[config.mk]
export PLATFORM = sky130hd
export DESIGN_NAME = branch_target_unit
export DESIGN_NICKNAME = d
export VERILOG_FILES = /design/src/rtl/branch_target_unit.sv
export SDC_FILE = /design/constraint.sdc
export NUM_CORES = 1
export LEC_CHECK = 0
export BUFFER_PORTS_ARGS = -buffer_cell sky130_fd_sc_hd__buf_2
export CAP_MARGIN = 20
export CORE_UTILIZATION = 50
export CTS_BUF_LIST = sky130_fd_sc_hd__clkbuf_16
export CTS_CLUSTER_SIZE = 40
export DETAILED_ROUTE_END_ITERATION = 12
export PLACE_DENSITY = 0.81
export SLEW_MARGIN = 20
export SYNTH_ARGS = -nofsm -noshare
export SYNTH_HDL_FRONTEND = slang
export SYNTH_SLANG_ARGS = --single-unit
[constraint.sdc]
create_clock -name i_clk -period 4.1 [get_ports i_clk]
set_clock_uncertainty 0.2 [all_clocks]
set_input_delay 0 -clock i_clk [delete_from_list [all_inputs] [get_ports i_clk]]
set_output_delay 0 -clock i_clk [all_outputs]
set_load 0.1 [all_outputs]
[src/rtl/branch_target_unit.sv]
// Branch/jump target computation with a one-entry valid/ready output stage.
// Also keeps a saturating count of taken results handed downstream.
module branch_target_unit #(
    parameter int N_BITS_DW    = 32,
    parameter int N_BITS_W     = 16,
    parameter int N_BITS_JADDR = 26,
    parameter int N_BITS_CNT   = 16
) (
    input  logic                    i_clk,
    input  logic                    i_reset,
    input  logic                    i_valid,
    output logic                    o_ready,
    output logic                    o_valid,
    input  logic                    i_ready,
    input  logic                    i_flush,
    input  logic [1:0]              i_mode,
    input  logic [1:0]              i_cond,
    input  logic [N_BITS_DW-1:0]    i_pc,
    input  logic [N_BITS_W-1:0]     i_imm,
    input  logic [N_BITS_JADDR-1:0] i_jaddr,
    input  logic [N_BITS_DW-1:0]    i_reg_a,
    input  logic [N_BITS_DW-1:0]    i_reg_b,
    output logic [N_BITS_DW-1:0]    o_target,
    output logic [N_BITS_DW-1:0]    o_sign_extension,
    output logic [N_BITS_DW-1:0]    o_link,
    output logic                    o_taken,
    output logic                    o_illegal,
    output logic                    o_misaligned,
    output logic [N_BITS_CNT-1:0]   o_taken_count
);

    typedef enum logic {EMPTY, FULL} state_t;

    localparam logic [1:0] MODE_BRANCH = 2'b00;
    localparam logic [1:0] MODE_JUMP   = 2'b01;
    localparam logic [1:0] MODE_JREG   = 2'b10;

    state_t                 state, state_next;
    logic                   load, out_hs;
    logic [N_BITS_DW-1:0]   sign_ext, jump_tgt, target_c, link_c;
    logic                   cond_c, illegal_c, misaligned_c, taken_c;

    generate
        if (N_BITS_DW > N_BITS_W) begin : g_sext
            assign sign_ext = {{(N_BITS_DW-N_BITS_W){i_imm[N_BITS_W-1]}}, i_imm};
        end else begin : g_strunc
            assign sign_ext = i_imm[N_BITS_DW-1:0];
        end
        if (N_BITS_DW > N_BITS_JADDR + 2) begin : g_jump
            assign jump_tgt = {i_pc[N_BITS_DW-1:N_BITS_JADDR+2], i_jaddr, 2'b00};
        end else begin : g_jtrunc
            assign jump_tgt = N_BITS_DW'({i_jaddr, 2'b00});
        end
    endgenerate

    // NOTE: every signal written here gets a default first so no latch is inferred.
    always_comb begin
        target_c     = i_pc;
        illegal_c    = 1'b0;
        misaligned_c = 1'b0;
        link_c       = i_pc + N_BITS_DW'(4);
        case (i_mode)
            MODE_BRANCH: target_c = i_pc + (sign_ext << 2);
            MODE_JUMP:   target_c = jump_tgt;
            MODE_JREG: begin
                target_c     = i_reg_a;
                misaligned_c = (i_reg_a[1:0] != 2'b00);
            end
            default:     illegal_c = 1'b1;
        endcase
        case (i_cond)
            2'b00:   cond_c = 1'b1;
            2'b01:   cond_c = (i_reg_a == i_reg_b);
            2'b10:   cond_c = (i_reg_a != i_reg_b);
            default: cond_c = 1'b0;
        endcase
        taken_c = cond_c & ~illegal_c & ~misaligned_c;
    end

    always_comb begin
        state_next = state;
        o_valid    = (state == FULL);
        o_ready    = (state == EMPTY) | i_ready;
        if (i_flush) begin
            state_next = EMPTY;
        end else if (state == EMPTY) begin
            if (i_valid) state_next = FULL;
        end else if (i_ready) begin
            state_next = i_valid ? FULL : EMPTY;
        end
    end

    assign load   = o_ready & i_valid & ~i_flush;
    assign out_hs = o_valid & i_ready & ~i_flush;

    // NOTE: sequential state uses non-blocking assignments so all registers update together.
    always_ff @(posedge i_clk) begin
        if (i_reset) begin
            state            <= EMPTY;
            o_target         <= '0;
            o_sign_extension <= '0;
            o_link           <= '0;
            o_taken          <= 1'b0;
            o_illegal        <= 1'b0;
            o_misaligned     <= 1'b0;
            o_taken_count    <= '0;
        end else begin
            state <= state_next;
            if (load) begin
                o_target         <= target_c;
                o_sign_extension <= sign_ext;
                o_link           <= link_c;
                o_taken          <= taken_c;
                o_illegal        <= illegal_c;
                o_misaligned     <= misaligned_c;
            end
            // Counts the result leaving this cycle, before any new load replaces it.
            if (out_hs && o_taken && (o_taken_count != '1))
                o_taken_count <= o_taken_count + 1'b1;
        end
    end

endmodule

* After elaboration in Yosys (flattened, before gate mapping)
Index checks and enable logic that the tools add are counted.
Storage, ports and cells: logic and storage cells 42, bits in writable memories 0, memories 0, flip-flop bits (word level) 100, bits in read-only memories 0, bits of input ports 147, latch bits 0, output and inout port bits 117
Cells by class: add/sub/neg operators 3, bitwise logic cells 10, $lt $le $gt $ge 0, equality and inequality tests 7, reduce and logical (&&, ||, !) cells 7, shift-type cells 0, multiplexer cells 7, $mul 0, divide/modulo/power cells 0
Operator list (number):
- 32-bit case mux with 3 select lines | 1
- 32-bit by 3-bit adder with 32-bit output, second input constant | 1
- 32-bit adder | 1
- 32-bit == test | 1
- 32-bit inequality test | 1
- 16-bit by 1-bit adder with 16-bit output, second input constant | 1
- 16-bit inequality test, second input constant | 1
- 1-bit AND | 6
- 1-bit 2-to-1 mux | 5
- 2-bit by 1-bit == test with 1-bit output, second input constant | 2
- 2-bit == test, second input constant | 2
- 2-bit logical NOT | 2
- 1-bit inverter | 3
- 1-bit case mux with 3 select lines | 1
- 3-bit OR reduction | 1
- 1-bit logical AND | 2
- 2-bit nonzero test | 1
- 2-bit OR reduction | 1
- 1-bit OR | 1

* Longest topological paths before layout
depth in word-level cells 4, depth in mapped cells 11, gate-level depth less buffers 11

* Worst setup path after synthesis
Ideal clock, no wire load.
path kind reg-to-reg, start register state, in the netlist o_valid, end register o_link[0], setup time 71 ps, setup slack 1093 ps, clock period less this slack 3007 ps, required time 3829 ps, cell stages (with the launch flop) 8, arrival 2736 ps, buffers on the path 2, cell sequence dfxtp_1 -> nor2b_1 -> inv_1 -> nand3b_1 -> clkbuf_1 -> clkbuf_1 -> nand2_1 -> a21oi_1
Between the ends: cells in the longest elaborated chain, start to end 4
Ends and longest elaborated chain:
- start: declaration | RTL line 38 | state_t state, state_next;
- start signal: assignment | RTL line 108 | state <= state_next;
- 1-bit inverter
- 1-bit OR | RTL line 83 | o_ready = (state == EMPTY) | i_ready;
- net o_ready | RTL line 12 | output logic o_ready,
- 1-bit AND (2 in a row) | RTL line 93 | assign load = o_ready & i_valid & ~i_flush;
- end signal: assignment | RTL line 112 | o_link <= link_c;
- end: declaration | RTL line 25 | output logic [N_BITS_DW-1:0] o_link,
The timed path passes the listed nets, and every way through them passes these cells. A chain may end at the register's enable or synchronous reset.

* Worst setup path in the final report
start input i_pc[8], end register o_target[27]
Between the ends: cells in the longest elaborated chain, start to end 2
Ends and longest elaborated chain:
- start: declaration | RTL line 18 | input logic [N_BITS_DW-1:0] i_pc,
- 32-bit adder | RTL line 63 | MODE_BRANCH: target_c = i_pc + (sign_ext << 2);
- 32-bit case mux with 3 select lines | RTL line 62 | case (i_mode)
- end signal: assignment | RTL line 110 | o_target <= target_c;
- end: declaration | RTL line 23 | output logic [N_BITS_DW-1:0] o_target,
No other way between the ends.

==> summary.txt <==
Timing
  • Tmin final: 3630 ps
  • Relative slew slack: 30.7%
  • Final setup fails: 0
  • Period utilisation layout: 88.5%
  • RSZ-0062 raised after global routing: no
  • Hold Vio Cnt, Final: 0
  • Slew @ Worst Pin: 1040 ps
  • Max Fclk: 276 MHz
  • Setup_tns: 0 ps
  • Max-slew violations: 0

Power and ir drop
  • P_leak: 0.00437 uW
  • Switching power: 1340 uW
  • Switching part of the total: 41.9%
  • Clock power share: 27.1%
  • VDD IR-drop max: 202 uV
  • Internal power: 1860 uW
  • Comb pwr share: 40.0%
  • PD cells: 328 mW/mm^2
  • Sequential share of power: 32.8%

Global routing
  • Largest net degree at the start of global routing: 88
  • Total GRT Usage: 37.7%
  • First-pass GRT wire length: 41500 um
  • Gr ovfl total: 0
  • Vias in the first global route: 7913
  • Initial antenna violation count: 0

Place
  • Buffers added on ports: 263
  • Post-DP HPWL: 18900 um
  • Routability Congestion: 0.960

Flow run
  • Maxcap violations: 0

Logic synthesis
  • Most numerous cell in the Yosys netlist: nand2_1
  • Syn Nets: 1059
  • Synthesized area per cell: 7.92 um^2
  • Post-synth top flop: dfxtp_1
  • Synth top area cells: dfxtp_1, xnor2_1, nand2_1
  • Ys async rst share: 0%
  • Synth Area in Adders: 5.85%
  • Top-area cell type share of the netlist area: 28.7%
  • FF+latch count, synth: 100
  • Synth cell count leaders: nand2_1, dfxtp_1, nor2_1, a21oi_1, xnor2_1
  • Synth unique cells: 65
  • Synth Area in Simple Gates: 21.5%
  • Main combinational cell family by area after synthesis: simple AND/OR/NAND/NOR gates
  • Post-synth EDFFs: 0
  • Synth Area in XOR/XNOR: 10.9%
  • Post-synth top area cell: dfxtp_1
  • Cells after synthesis: 880
  • Synth warn: 0
  • Synthesized cell area: 0.00697 mm^2
  • Mux cell area share after synthesis: 7.00%
  • Post-synthesis compound-gate area fraction: 20.4%
  • Seq/Total Area, Yosys: 28.7%

Die
  • Die Width: 120 um
  • Top Ports: 264
  • Core Box Area: 0.0134 mm^2
  • Die Y: 120 um
  • Die Area: 0.0144 mm^2
  • Initial Util: 52.0%
  • FP Rows: 42

Clocking
  • Max Buffers Root-to-Sink: 2
  • Postcts setup bufs: 0
  • Clk_lat worst skew: 370 ps
  • Clk sinks: 100
  • H-Tree Depth: 3
  • CTS Buf Count: 9
  • Clock tree root driver cell: clkbuf_16
  • Reg clk slew, reported paths: 80 ps
  • CTS tree: yes

Route
  • Vias per cell: 5.92
  • Routed length per placed instance: 19.6 um
  • WL final: 27300 um
  • DR iter-0 viols: 614
  • Total iterations of the first detailed-routing run: 5
  • Vias: 8255
  • DRC Markers: 0
  • Final ANT Viol Nets: 0

Cells and area
  • Area grow syn2layout: 40.1%
  • Diode count: 0
  • Fin util: 72.8%
  • Layout cells sized above 1: 25.7%
  • Fin nets: 1393

Critical path
  • CP endpoint kind: register
  • Max FO, Critical Path: 6
  • WS Path Type: in -> reg
  • Critical path data arrival time: 3690 ps
  • Startpoint Class: input pin
  • CP required: 4160 ps

Outcome
  • Status: complete, no violations

Worst hold path
  • Hold Crit Class: in -> reg
[layout make-up]
| cell class | instances | area, um^2 |
|---|---|---|
| clock buffers | 9 | 225 |
| fillers | 1074 | 3640 |
| repair buffers | 393 | 2610 |
| well taps | 176 | 220 |
| flip-flops and latches | 100 | 2000 |
| clock inverters | 7 | 66.3 |
| multi-input cells | 697 | 4590 |
| inverters | 13 | 48.8 |
[layout by cell type, fill, tap and decap left out, types with 4 or more instances in the layout]
cell type and n:
ha_1 31, inv_1 13, mux2i_1 15, a21o_1 20, nand2_1 119, or3_1 8, xnor2_1 56, xor2_1 31
nand2b_1 4, buf_2 263, nor2b_1 5, o21bai_1 4, nand4_1 21, nor2_1 95, dfxtp_1 100, o21a_1 4
a21oi_1 72, a221oi_1 5, o21ai_0 30, clkbuf_16 9, dlygate4sd3_1 123, and3_1 14, a211oi_1 28, a22o_1 4
nor4_1 4, a311oi_1 9, nand3_1 33, mux4_2 15, nor3_1 14, a31oi_1 8, buf_4 6
[power by group through the flow]
| stage | clock, uW | combinational (uW) | sequential [uW] |
|---|---|---|---|
| after floorplan | 0 | 498 | 1430 |
| after global placement | 0 | 1140 | 1070 |
| after detailed placement | 0 | 1140 | 1070 |
| after CTS | 874 | 1250 | 1050 |
| after global routing | 922 | 1340 | 1060 |
| final | 869 | 1280 | 1050 |
[metal layers]
metal	GRT usage, %	wire length, um	vias to the layer above
met3	8.65	2380	111
met1	46.0	10700	3826
met5	0	0	-
met4	21.6	1510	0
met2	60.6	12700	497
li1	-	-	3821
[state kept, by name (all words and copies together), names as in the netlist]
name / flops
o_illegal: 1
o_link: 32
o_misaligned: 1
o_sign_extension: 16
o_taken: 1
o_taken_count: 16
o_target: 32
o_valid: 1
[critical path, stage by stage]
cell	delay, ps
dlygate4sd3_1	530
buf_2	180
ha_1	380
a21oi_1	210
nand2_1	100
o21ai_2	270
o311ai_2	160
a211o_1	400
a311oi_1	350
xnor2_1	140
o221ai_1	270
dlygate4sd3_1	620
nand2_1	70
[final timing paths]
kind | startpoint | to | slack [ps] | depth (start not counted)
setup / recovery | i_pc[8] | o_target[27] | 470 | 13
hold / removal | i_ready | o_taken_count[12] | 40 | 5
setup reg to reg | o_valid | o_target[27] | 1000 | 7
hold reg to reg | o_sign_extension[7] | o_sign_extension[7] | 250 | 2
[cells by family (layout without fill, tap and decap cells)]
family,Yosys count,in the layout
buf+inv,83,422
xor+xnor,87,87
simple gates,331,331
fa+ha+maj,32,32
mux,30,30
flops,100,100
compound gates,217,217
[metrics by stage]
step / setup WS, ps / hold slack [ps] / instance area, um^2 / power, uW / std cells
after detailed placement: 1290 / 35.9 / 8240 / 2210 / 1256
after global placement: 1330 / 19.4 / 8240 / 2210 / 1256
after global routing: 340 / 74.8 / 9760 / 3320 / 1395
after CTS: 568 / 24.1 / 9760 / 3180 / 1395
final: 472 / 36.1 / 9760 / 3200 / 1395
after floorplan: 1090 / -121 / 6970 / 1930 / 880
[timing repair]
item,CTS,global route
endpoints found under the hold margin,83,0
gates resized for setup,0,0
hold buffers,123,0
(Power assumes the default switching activity.)
